File: config.mk
export PLATFORM = sky130hd
export DESIGN_NAME = scu_clk_div_bank_flat
export DESIGN_NICKNAME = d
export VERILOG_FILES = /design/src/rtl/scu_clk_pkg.sv /design/src/rtl/scu_clk_div_bank_if.sv /design/src/rtl/scu_clk_div_chan.sv /design/src/rtl/scu_clk_div_bank.sv /design/src/flat_wrapper.sv
export SDC_FILE = /design/constraint.sdc
export NUM_CORES = 1
export LEC_CHECK = 0
export CORE_ASPECT_RATIO = 1.5
export CORE_MARGIN = 5
export CORE_UTILIZATION = 60
export DETAILED_ROUTE_END_ITERATION = 10
export DONT_BUFFER_PORTS = 1
export PLACE_DENSITY = 0.85
export SYNTH_ARGS = -nofsm -noshare
export SYNTH_HDL_FRONTEND = slang
export SYNTH_SLANG_ARGS = --single-unit
File: constraint.sdc
create_clock -name clk -period 10.3 [get_ports clk]
set_input_delay 2.06 -clock clk [delete_from_list [all_inputs] [get_ports clk]]
set_output_delay 2.06 -clock clk [all_outputs]
set_load 0.02 [all_outputs]
File: src/rtl/scu_clk_pkg.sv
// Shared types and defaults for the SCU clock divider bank.
// Holds the channel state enum, default widths and the divisor saturation helper.
package scu_clk_pkg;

  typedef enum logic [1:0] {
    ST_IDLE = 2'd0,
    ST_RUN  = 2'd1,
    ST_STOP = 2'd2
  } chan_state_t;

  localparam int DIVW_DEF    = 8;
  localparam int DIV_RST_DEF = 1;

  // A divisor of 0 would never reach a half boundary, so it runs as 1 (clk/2).
  function automatic int unsigned div_sat(input int unsigned d);
    return (d == 0) ? 1 : d;
  endfunction

endpackage

File: src/rtl/scu_clk_div_bank_if.sv
// Control/status bundle for scu_clk_div_bank: per-channel run, config handshake and clocks.
// master drives requests, slave (the bank) returns ready, clocks and busy.
interface scu_clk_div_bank_if #(
  parameter int NCH  = 6,
  parameter int DIVW = scu_clk_pkg::DIVW_DEF
);
  logic [NCH-1:0]      en;
  logic [NCH-1:0]      cfg_valid;
  logic [NCH-1:0]      cfg_ready;
  logic [NCH*DIVW-1:0] cfg_div;
  logic [NCH-1:0]      cfg_inv;
  logic [NCH-1:0]      clk_out;
  logic [NCH-1:0]      busy;

  modport master (
    output en, cfg_valid, cfg_div, cfg_inv,
    input  cfg_ready, clk_out, busy
  );

  modport slave (
    input  en, cfg_valid, cfg_div, cfg_inv,
    output cfg_ready, clk_out, busy
  );
endinterface

File: src/rtl/scu_clk_div_chan.sv
// One divider channel: IDLE/RUN/STOP FSM, half-period counter, pending config, output flop.
// clk_out lags the phase register by one cycle; cfg_ready is low while any config field is pending. SCU_CLK_DIV_INV_EN adds inversion.
module scu_clk_div_chan
  import scu_clk_pkg::*;
#(
  parameter int DIVW    = DIVW_DEF,
  parameter int DIV_RST = DIV_RST_DEF
) (
  input  logic            clk,
  input  logic            rst,
  input  logic            en,
  input  logic            cfg_valid,
  input  logic [DIVW-1:0] cfg_div,
  input  logic            cfg_inv,
  output logic            cfg_ready,
  output logic            clk_out,
  output logic            busy
);

  chan_state_t     state, state_nxt;
  logic            phase;
  logic [DIVW-1:0] cnt;
  logic [DIVW-1:0] div_active;
  logic [DIVW-1:0] pend_div;
  logic [DIVW-1:0] hm1;
  logic            pend_div_vld;
  logic            inv_active;
  logic            pend_inv_vld;
  logic            running;
  logic            half_bnd;
  logic            going_idle;
  logic            period_bnd;
  logic            accept;

  assign running    = (state != ST_IDLE);
  assign hm1        = DIVW'(div_sat(32'(div_active)) - 32'd1);
  assign half_bnd   = running && (cnt == hm1);
  assign going_idle = (state == ST_STOP) && !en && half_bnd && !phase;
  assign period_bnd = half_bnd && !phase && !going_idle;
  assign accept     = cfg_valid && cfg_ready;

  always_ff @(posedge clk or posedge rst) begin
    if (rst) state <= ST_IDLE;
    else     state <= state_nxt;
  end

  always_comb begin
    state_nxt = state;
    case (state)
      ST_IDLE: if (en) state_nxt = ST_RUN;
      ST_RUN:  if (!en) state_nxt = ST_STOP;
      ST_STOP: begin
        if (en)              state_nxt = ST_RUN;
        else if (going_idle) state_nxt = ST_IDLE;
      end
      default: state_nxt = ST_IDLE;
    endcase
  end

  always_comb begin
    cfg_ready = !pend_div_vld && !pend_inv_vld;
    busy      = running || !cfg_ready;
  end

  always_ff @(posedge clk or posedge rst) begin
    if (rst) begin
      phase        <= 1'b0;
      cnt          <= '0;
      div_active   <= DIVW'(DIV_RST);
      pend_div     <= '0;
      pend_div_vld <= 1'b0;
      clk_out      <= 1'b0;
    end else begin
      if (state == ST_IDLE) begin
        phase <= en;
        cnt   <= '0;
      end else if (half_bnd) begin
        cnt <= '0;
        if (!going_idle) phase <= !phase;
      end else begin
        cnt <= cnt + 1'b1;
      end

      // A divisor accepted on a boundary edge only sees later boundaries.
      if (accept) begin
        pend_div     <= cfg_div;
        pend_div_vld <= 1'b1;
      end else if (pend_div_vld && (state == ST_IDLE || period_bnd)) begin
        div_active   <= pend_div;
        pend_div_vld <= 1'b0;
      end

      clk_out <= phase ^ inv_active;
    end
  end

`ifdef SCU_CLK_DIV_INV_EN
  logic pend_inv;

  // An unchanged inversion request is not held pending, so it never stalls the handshake.
  always_ff @(posedge clk or posedge rst) begin
    if (rst) begin
      inv_active   <= 1'b0;
      pend_inv     <= 1'b0;
      pend_inv_vld <= 1'b0;
    end else if (accept) begin
      pend_inv     <= cfg_inv;
      pend_inv_vld <= (cfg_inv != inv_active);
    end else if (pend_inv_vld && state == ST_IDLE) begin
      inv_active   <= pend_inv;
      pend_inv_vld <= 1'b0;
    end
  end
`else
  logic unused_cfg_inv;
  assign unused_cfg_inv = cfg_inv;
  assign inv_active     = 1'b0;
  assign pend_inv_vld   = 1'b0;
`endif

endmodule

File: src/rtl/scu_clk_div_bank.sv
// NCH independent glitch-free clock dividers; one registered clock per channel, one-cycle start latency.
// Per-channel valid/ready divisor reload; optional inversion under SCU_CLK_DIV_INV_EN.
module scu_clk_div_bank
  import scu_clk_pkg::*;
#(
  parameter int NCH     = 6,
  parameter int DIVW    = DIVW_DEF,
  parameter int DIV_RST = DIV_RST_DEF
) (
  input logic                clk,
  input logic                rst,
  scu_clk_div_bank_if.slave  bus
);

  logic [NCH-1:0] rdy_w;
  logic [NCH-1:0] clk_w;
  logic [NCH-1:0] busy_w;

  for (genvar i = 0; i < NCH; i++) begin : g_chan
    scu_clk_div_chan #(
      .DIVW    (DIVW),
      .DIV_RST (DIV_RST)
    ) u_chan (
      .clk       (clk),
      .rst       (rst),
      .en        (bus.en[i]),
      .cfg_valid (bus.cfg_valid[i]),
      .cfg_div   (bus.cfg_div[i*DIVW +: DIVW]),
      .cfg_inv   (bus.cfg_inv[i]),
      .cfg_ready (rdy_w[i]),
      .clk_out   (clk_w[i]),
      .busy      (busy_w[i])
    );
  end

  assign bus.cfg_ready = rdy_w;
  assign bus.clk_out   = clk_w;
  assign bus.busy      = busy_w;

endmodule

File: src/flat_wrapper.sv
// flat-port wrapper written by rule: the top's interface ports become plain ports
module scu_clk_div_bank_flat import scu_clk_pkg::*;
#(
  parameter int NCH     = 6,
  parameter int DIVW    = DIVW_DEF,
  parameter int DIV_RST = DIV_RST_DEF
)
  (clk, rst, bus_en, bus_cfg_valid, bus_cfg_div, bus_cfg_inv, bus_cfg_ready, bus_clk_out, bus_busy);
  scu_clk_div_bank_if #(.NCH(NCH), .DIVW(DIVW)) bus_i ();
  input logic clk;
  input logic rst;
  input wire logic [$bits(bus_i.en)-1:0] bus_en;
  input wire logic [$bits(bus_i.cfg_valid)-1:0] bus_cfg_valid;
  input wire logic [$bits(bus_i.cfg_div)-1:0] bus_cfg_div;
  input wire logic [$bits(bus_i.cfg_inv)-1:0] bus_cfg_inv;
  output wire logic [$bits(bus_i.cfg_ready)-1:0] bus_cfg_ready;
  output wire logic [$bits(bus_i.clk_out)-1:0] bus_clk_out;
  output wire logic [$bits(bus_i.busy)-1:0] bus_busy;
  assign bus_i.en = bus_en;
  assign bus_i.cfg_valid = bus_cfg_valid;
  assign bus_i.cfg_div = bus_cfg_div;
  assign bus_i.cfg_inv = bus_cfg_inv;
  assign bus_cfg_ready = bus_i.cfg_ready;
  assign bus_clk_out = bus_i.clk_out;
  assign bus_busy = bus_i.busy;
  scu_clk_div_bank #(.NCH(NCH), .DIVW(DIVW), .DIV_RST(DIV_RST)) u_core (.clk(clk), .rst(rst), .bus(bus_i));
endmodule
## Yosys cells after proc, flatten, opt, wreduce, memory -nomap -nowiden

Index checks and enable logic that the tools add are counted.

- Word-level logic and storage cells: 312
- Input bits: 68
- Output and inout bits: 18
- Register bits: 174

- Bitwise operators: 6
- Reduce and logical (&&, ||, !) cells: 132
- Muxes and demuxes: 78
- Eq/ne operators: 42
- $add $sub $neg: 12

Operator list:

| operator | count |
|---|---|
| $mux W8 | 18 |
| $add A8 B1 Y8 const B | 6 |
| $eq A8 B8 Y1 | 6 |
| $logic_and A1 B1 Y1 | 48 |
| $logic_not A8 Y1 | 6 |
| $mux W2 | 24 |
| $sub A8 B1 Y8 const B | 6 |
| $pmux W2 S3 | 6 |
| $reduce_bool A2 Y1 | 18 |
| $mux W1 | 30 |
| $logic_not A1 Y1 | 24 |
| $ne A2 B2 Y1 const B | 12 |
| $reduce_and A2 Y1 | 12 |
| $ne A3 B3 Y1 const B | 6 |
| $reduce_and A3 Y1 | 6 |
| $eq A2 B1 Y1 const B | 6 |
| $eq A2 B2 Y1 const B | 6 |
| $logic_not A2 Y1 | 6 |
| $logic_or A1 B1 Y1 | 12 |
| $ne A2 B1 Y1 const B | 6 |
| $not A1 Y1 | 6 |

## Longest topological paths before layout

Gate-level depths: netlist of run 1.

- Depth in word-level cells: 13
- Depth in mapped cells: 12

## Cells and area by module

A second synthesis of run 1 with hierarchy kept.

- Cell total of the unflattened synthesis: 795
- Area, all modules: 9,056.2 µm²

By module, submodules not included:

| module | cells each | area an instance (µm²) | seq. area each (µm²) | times used |
|---|---|---|---|---|
| scu_clk_div_chan at u_core.g_chan[0].u_chan ... | 125 | 1,470.2 | 726.9 | 4 |
| scu_clk_div_chan at u_core.g_chan[5].u_chan | 161 | 1,646.6 | 726.9 | 1 |
| scu_clk_div_chan at u_core.g_chan[1].u_chan | 134 | 1,529.0 | 726.9 | 1 |

## Least setup slack after synthesis of run 1

Ideal clock, no wire load.

- Path type: input to register
- Start point: input port bus_en[1]
- End point: register u_core.g_chan[1].u_chan.div_active[1]
- Required time: 10.175 ns
- Buffers on the path: 0
- Data arrival time: 3.128 ns
- Stages: 4
- Path slack: 7.048 ns
- Setup time: 0.125 ns
- Path through: nor2_1 nor3_1 a22oi_1 mux2_2

- Cells in the longest elaborated chain, start to end: 9

Ends and longest elaborated chain:

| element | RTL line | text |
|---|---|---|
| start: declaration | flat_wrapper.sv:12 | `input wire logic [$bits(bus_i.en)-1:0] bus_en;` |
| $logic_not A1 Y1 | - |  |
| $logic_and A1 B1 Y1 (3 in a row) | scu_clk_div_chan.sv:38 | `assign going_idle = (state == ST_STOP) && !en && half_bnd && !phase;` |
| $logic_not A1 Y1 | - |  |
| $logic_and A1 B1 Y1 | scu_clk_div_chan.sv:39 | `assign period_bnd = half_bnd && !phase && !going_idle;` |
| $logic_or A1 B1 Y1 | scu_clk_div_chan.sv:88 | `end else if (pend_div_vld && (state == ST_IDLE \|\| period_bnd)) begin` |
| $logic_and A1 B1 Y1 | scu_clk_div_chan.sv:88 |  |
| $reduce_and A2 Y1 (no line) | - |  |
| end signal: assignment | scu_clk_div_chan.sv:69 | `div_active <= DIVW'(DIV_RST);` |
| end signal: assignment | scu_clk_div_chan.sv:89 | `div_active <= pend_div;` |
| end: declaration | scu_clk_div_chan.sv:23 | `logic [DIVW-1:0] div_active;` |

No other way between the ends.
A chain may end at the register's enable or synchronous reset.

## Worst setup path after layout of run 1

- Start point: register u_core.g_chan[0].u_chan.div_active[3]
- End point: register u_core.g_chan[0].u_chan.div_active[5]

- Cells in the longest elaborated chain, start to end: 12
- Elaborated cells between the ends (all ways): 13

Ends and longest elaborated chain:

| element | RTL line | text |
|---|---|---|
| start: declaration | scu_clk_div_chan.sv:23 |  |
| start signal: assignment | scu_clk_div_chan.sv:69 |  |
| start signal: assignment | scu_clk_div_chan.sv:89 |  |
| $logic_not A8 Y1 | scu_clk_pkg.sv:16 | `return (d == 0) ? 1 : d;` |
| $mux W8 * | scu_clk_pkg.sv:16 |  |
| $sub A8 B1 Y8 * | scu_clk_div_chan.sv:36 | `assign hm1 = DIVW'(div_sat(32'(div_active)) - 32'd1);` |
| $eq A8 B8 Y1 * | scu_clk_div_chan.sv:37 | `assign half_bnd = running && (cnt == hm1);` |
| $logic_and A1 B1 Y1 * | scu_clk_div_chan.sv:37 |  |
| $logic_and A1 B1 Y1 (2 in a row) | scu_clk_div_chan.sv:38 |  |
| $logic_not A1 Y1 | - |  |
| $logic_and A1 B1 Y1 * | scu_clk_div_chan.sv:39 |  |
| $logic_or A1 B1 Y1 * | scu_clk_div_chan.sv:88 |  |
| $logic_and A1 B1 Y1 * | scu_clk_div_chan.sv:88 |  |
| $reduce_and A2 Y1 (no line) * | - |  |

Every way passes the cells marked *; elsewhere a longest branch is shown, timed or not.

==> results of run 1 <==
## kinds of logic (layout without fill, tap and decap cells)
group,after synthesis,after routing
xor gates and xnor gates,79,79
and+or+nand+nor,235,235
adders and majority gates,13,13
muxes,97,97
DFF,174,174
AOI/OAI and AO/OA,113,113
buffers and inverters,71,70
## cells in the mapped netlist, types with 16 or more instances
master    instances  area, µm²
dfrtp_1         168       4204
nor2_1           82      307.8
mux2_2           79      889.6
xor2_1           42      367.9
inv_1            37      138.9
xnor2_1          36      315.3
nand3_1          30      150.1
nand2_1          22      82.58
and3_1           18      112.6
buf_4            18      135.1
o21ai_0          18      90.09
a21oi_1          17      85.08
nand2b_1         16      100.1
## registers in the layout (all words and copies together) (netlist names)
| name | flops |
|---|---|
| u_core.g_chan.u_chan.pend_div_vld | 6 |
| u_core.g_chan.u_chan.state | 12 |
| u_core.g_chan.u_chan.pend_div | 48 |
| u_core.g_chan.u_chan.clk_out | 6 |
| u_core.g_chan.u_chan.phase | 6 |
| u_core.g_chan.u_chan.cnt | 48 |
| u_core.g_chan.u_chan.div_active | 48 |
## power groups by stage
stage	Sequential, µW	Clock [µW]	Combinational (µW)
2_1_floorplan	1080	0	692
3_3_place_gp	1160	0	706
3_5_place_dp	1180	0	757
4_1_cts	1170	649	766
5_1_grt	1210	679	852
6_report	1180	637	764
## per-layer routing
metal | GRT usage | share of wire
met2 | 0.3826 | 0.55
met3 | 0.04801 | 0.043
met1 | 0.2423 | 0.38
met5 | 0 | 0.00042
met4 | 0.09206 | 0.021
## through the flow
step | util | hold WS (ps) | power (µW) | std cells
floorplan | - | 369.0 | 1775 | 782
global placement | 0.6096 | 381.8 | 1864 | 945
detailed placement | 0.6096 | 385.5 | 1937 | 945
CTS | 0.6506 | 400.5 | 2587 | 977
global route | 0.6506 | 416.8 | 2744 | 977
finish | 0.6506 | 401.1 | 2576 | 977
## worst max-delay path, delay by kind of cell (launching register included)
family / cells / cell delay [ps]
mux: 1 / 430
compound gates: 4 / 1670
flops: 1 / 470
fa+ha+maj: 1 / 330
xor+xnor: 1 / 140
simple gates: 2 / 670
## final cells by class
class                      count  area (µm²)
clock buffer                  21       460.4
sequential                   174        4362
timing repair buffer           1       7.507
tap                          196       245.2
fill                        1045        5029
multi-input combinational    537        4015
clock inverter                11       128.9
inverter                      37       143.9
## worst max path at each step
stage | cells past startpoint | endpoint
detailed placement | 9 | u_core.g_chan[0].u_chan.div_active[5]$_DFFE_PP0P_
global placement | 9 | u_core.g_chan[0].u_chan.div_active[6]$_DFFE_PP0P_
finish | 9 | u_core.g_chan[0].u_chan.div_active[5]$_DFFE_PP0P_
floorplan | 1 | u_core.g_chan[0].u_chan.clk_out$_DFF_PP0_
CTS | 9 | u_core.g_chan[0].u_chan.div_active[5]$_DFFE_PP0P_
global route | 9 | u_core.g_chan[0].u_chan.div_active[3]$_DFFE_PP0P_
==> flow_summary.json, run 1 <==
{
  "tightest_slew_ps": 1092,
  "cts_tree": "done",
  "avgRoutedWirePerCell_um": 17.25,
  "async_flop_share": 1.000,
  "startpoint_type": "register",
  "vias": 5845,
  "rsz0062_at_grt": "no",
  "cts_setup_buffers": 0,
  "cp_slowest_cell": "o41ai_2",
  "layout_common_cells": "168 x dfrtp_1, 82 x nor2_1, 79 x mux2_2, 42 x xor2_1",
  "clock_path_buffers": 2,
  "min_period_over_period": 0.3714,
  "min-delay-start": "u_core.g_chan[4].u_chan.phase$_DFFE_PP0P_",
  "powerDensity_nw_per_um2": 275.1,
  "die_h_um": 157.5,
  "grt_antenna_before_repair": 1,
  "setup_viol": 0,
  "antenna_left": 0,
  "layout_commonest_cell": "dfrtp_1",
  "synth.area.mux_share": 0.1286,
  "place_area_um2": 8773,
  "grt_pass1_wl_mm": 29.20,
  "hpwl_mm": 12.35,
  "h-tree-depth": 4,
  "synth_edf_count": 0,
  "crit_chain": "nor4_1 -> a21oi_1 -> ha_1 -> xnor2_1 -> a211o_1 -> a211oi_1 -> nand4_1 -> o41ai_2 -> mux2_2",
  "grt-ovfl-total": 0,
  "start_util": 0.6049,
  "ys_seq_elements": 174,
  "hold_depth": 0,
  "cts_resized": 0,
  "rows": 54,
  "synth_top_family_by_area": "simple AND/OR/NAND/NOR gates",
  "r2r-start": "u_core.g_chan[0].u_chan.div_active[3]$_DFFE_PP0P_",
  "setup_ws_ps": 6475,
  "yosysSeqAreaShare": 0.5010,
  "p_comb_frac": 0.297,
  "finalCriticalPeriod_ps": 3825,
  "syn-num-nets": 862,
  "clock-root-buffer": "clkbuf_16",
  "synthDistinctLibCells": 74,
  "cp_max_fo": 11,
  "grt_usage": 0.2134,
  "drtPass1Iterations": 5,
  "die_area_um2": 17070,
  "synth_warnings": 0,
  "synth_compound_area_frac": 0.09241,
  "crit_arrival_ps": 4140,
  "synthSimpleGateAreaFrac": 0.1398,
  "fmax_mhz": 261.4,
  "p_int_uw": 1690,
  "cts_hold_buf": 0,
  "grt_pass1_vias": 6205,
  "rrSetupSlack_ps": 6470,
  "wirelength_mm": 16.86,
  "max-cap-violations": 0,
  "drt-initial-drc-count": 271,
  "path_class": "register to register",
  "final_cell_area_um2": 9363,
  "crit_start": "u_core.g_chan[0].u_chan.div_active[3]$_DFFE_PP0P_",
  "synthXorXnorAreaFrac": 0.08106,
  "clockPowerShare": 0.247,
  "synthCells": 782,
  "reg2regPathDepth": 9,
  "grt_max_degree": 89,
  "critPathRequiredTime_ps": 10610,
  "drc": 0,
  "synthesis.area_um2": 8706,
  "finalSetupTns_ps": 0,
  "die_w_um": 108.4,
  "swShare": 0.3440,
  "fin_nets": 848,
  "core-area_um2": 14390,
  "gp_congestion": 0.9113,
  "p_seq_frac": 0.456,
  "status": "completed",
  "syn_to_final_growth_pct": 7.545,
  "drive_above_1_share": 0.1793,
  "hp-class": "register to register",
  "power.leakage_uw": 0.004066,
  "synthAdderAreaFrac": 0.01840,
  "path_clk_slew_ps": 60,
  "endpoint_kind": "register",
  "finClkSkew_ps": 7.587,
  "clkLatencyLatePin_ps": 420,
  "vdd_drop_max_v": 0.0001935,
  "cts_made_buffers": 17,
  "hold_path_end": "u_core.g_chan[4].u_chan.clk_out$_DFF_PP0_",
  "ys.flop_type": "dfrtp_1",
  "netSwitchingPower_uw": 886.1,
  "io_pins": 86,
  "rr_endpoint": "u_core.g_chan[0].u_chan.div_active[5]$_DFFE_PP0P_",
  "slew_headroom": 0.2638,
  "report.final.slew_viol_count": 0,
  "antenna_cells": 0,
  "clock_sinks": 174,
  "routed_via_density": 5.983,
  "synth_area_per_cell_um2": 11.13,
  "hold_viol": 0,
  "pre_cts_slack_ps": 6532,
  "io_buffers": 0,
  "max_stage_delay_ps": 1000
}
Power figures use the tool's default switching activity.
==> inputs of run 2 (changes only) <==
- CORE_UTILIZATION: 60 -> 58
- clock period: 10.3 -> 3.3 ns (I/O delays scaled with it)
==> run 2 against run 1 <==
Die area grew 3.2%. Setup slack got worse by 6400 ps. Cell area grew 2.5%. Clock power grew to 3.2 times the previous value. Sequential share of layout area fell by 1.1 points. Critical path type unchanged. Largest cell class unchanged. Highest routed layer is now met4.
==> flow_summary.json, run 2 (synthesis results as in run 1) <==
{
  "r2r-start": "u_core.g_chan[0].u_chan.div_active[3]$_DFFE_PP0P_",
  "clock_path_buffers": 2,
  "reg2regPathDepth": 10,
  "hold_viol": 0,
  "vdd_drop_max_v": 0.0005302,
  "max-cap-violations": 0,
  "final_cell_area_um2": 9594,
  "rrSetupSlack_ps": 100,
  "min_period_over_period": 0.9708,
  "die_h_um": 160.1,
  "largestRegisters": "u_core.g_chan.u_chan.cnt x48, u_core.g_chan.u_chan.div_active x48, u_core.g_chan.u_chan.pend_div x48",
  "grt_usage": 0.1982,
  "wirelength_mm": 16.58,
  "drt-initial-drc-count": 176,
  "grt_pass1_vias": 6060,
  "antenna_left": 0,
  "finalCriticalPeriod_ps": 3204,
  "path_class": "register to register",
  "crit_start": "u_core.g_chan[0].u_chan.div_active[3]$_DFFE_PP0P_",
  "grt-ovfl-total": 0,
  "startpoint_type": "register",
  "report.final.slew_viol_count": 0,
  "path_clk_slew_ps": 60,
  "drc": 0,
  "vias": 5869,
  "setup_ws_ps": 96.35,
  "layout_commonest_cell": "dfrtp_1",
  "clkLatencyLatePin_ps": 420,
  "clock_sinks": 174,
  "layout_common_cells": "168 x dfrtp_1, 81 x nor2_1, 79 x mux2_2, 42 x xor2_1",
  "drtPass1Iterations": 5,
  "fmax_mhz": 312.1,
  "tightest_slew_ps": 882.8,
  "grt_max_degree": 54,
  "cts_tree": "done",
  "die_area_um2": 17610,
  "cts_made_buffers": 17,
  "die_w_um": 110.0,
  "grt_pass1_wl_mm": 27.86,
  "avgRoutedWirePerCell_um": 16.53,
  "place_area_um2": 8931,
  "power.leakage_uw": 0.004187,
  "cp_max_fo": 11,
  "grt_antenna_before_repair": 0,
  "hpwl_mm": 11.73,
  "powerDensity_nw_per_um2": 853.3,
  "status": "completed",
  "io_pins": 86,
  "fin_nets": 870,
  "io_buffers": 0,
  "rows": 55,
  "cts_hold_buf": 0,
  "syn_to_final_growth_pct": 10.20,
  "critPathRequiredTime_ps": 3600,
  "clock-root-buffer": "clkbuf_16",
  "routed_via_density": 5.851,
  "endpoint_kind": "register",
  "rr_endpoint": "u_core.g_chan[0].u_chan.div_active[5]$_DFFE_PP0P_",
  "h-tree-depth": 4,
  "core-area_um2": 14930,
  "gp_congestion": 0.9064,
  "hp-class": "input port to async pin",
  "pre_cts_slack_ps": 53.82,
  "crit_arrival_ps": 3510,
  "drive_above_1_share": 0.2130,
  "slew_headroom": 0.4103,
  "setup_viol": 0,
  "start_util": 0.5830,
  "finClkSkew_ps": 10.60
}
-- run 2: report_power, final --
group | internal [µW] | total, µW | switching [µW] | leakage (µW)
clock | 1190 | 2020 | 826 | 0.000290
sequential | 2840 | 3610 | 772 | 0.00213
combinational | 1370 | 2550 | 1180 | 0.00176
-- run 2: final cells by class --
type | count | area, µm²
well taps | 199 | 249.0
inverters | 37 | 142.6
multi-input cells | 538 | 4066
diodes | 1 | 2.502
flip-flops and latches | 174 | 4362
fillers | 1112 | 5339
clock buffers | 18 | 429.2
repair buffers | 22 | 177.7
clock inverters | 14 | 165.2
-- run 2: how the worst max path moves through the flow --
| stage | end | depth (start not counted) |
|---|---|---|
| after floorplan | u_core.g_chan[0].u_chan.div_active[3]$_DFFE_PP0P_ | 10 |
| after global placement | u_core.g_chan[4].u_chan.div_active[2]$_DFFE_PP0P_ | 11 |
| after detailed placement | u_core.g_chan[4].u_chan.div_active[4]$_DFFE_PP0P_ | 11 |
| after CTS | u_core.g_chan[4].u_chan.div_active[2]$_DFFE_PP0P_ | 11 |
| after global routing | u_core.g_chan[0].u_chan.div_active[7]$_DFFE_PP0P_ | 10 |
| final | u_core.g_chan[0].u_chan.div_active[5]$_DFFE_PP0P_ | 10 |
-- run 2: stage by stage --
step | setup TNS, ps | utilization | cells | hold slack, ps | total power [µW]
2_1_floorplan | 0 | - | 782 | 369.0 | 5541
3_3_place_gp | 0 | 0.5981 | 967 | 383.8 | 5985
3_5_place_dp | 0 | 0.5981 | 967 | 378.8 | 6119
4_1_cts | 0 | 0.6380 | 999 | 251.0 | 8193
5_1_grt | -351.0 | 0.6423 | 1002 | 262.7 | 8717
6_report | 0 | 0.6425 | 1003 | 239.7 | 8187
-- run 2: what timing repair did --
action,4_1_cts,5_1_grt
cloned,0,1
setup endpoints to repair,3,29
pin swaps,0,2
gates resized for setup,1,8
buffers inserted,0,2
-- run 2: routing by layer --
metal | wire [µm] | vias up | track usage
li1 | - | 2763 | -
met1 | 6299 | 2933 | 0.2192
met2 | 9136 | 134 | 0.3514
met3 | 758 | 39 | 0.05338
met4 | 386 | 0 | 0.08054
met5 | 0 | - | 0
-- run 2: critical path: stages (launching register included) --
cell and delay (ps):
dfrtp_1 400, nor4_2 340, a21oi_1 160, ha_1 330, xnor2_1 140, a211o_1 270, a211oi_1 290, nand4_1 240
o41ai_2 330, buf_4 240, mux2_2 350
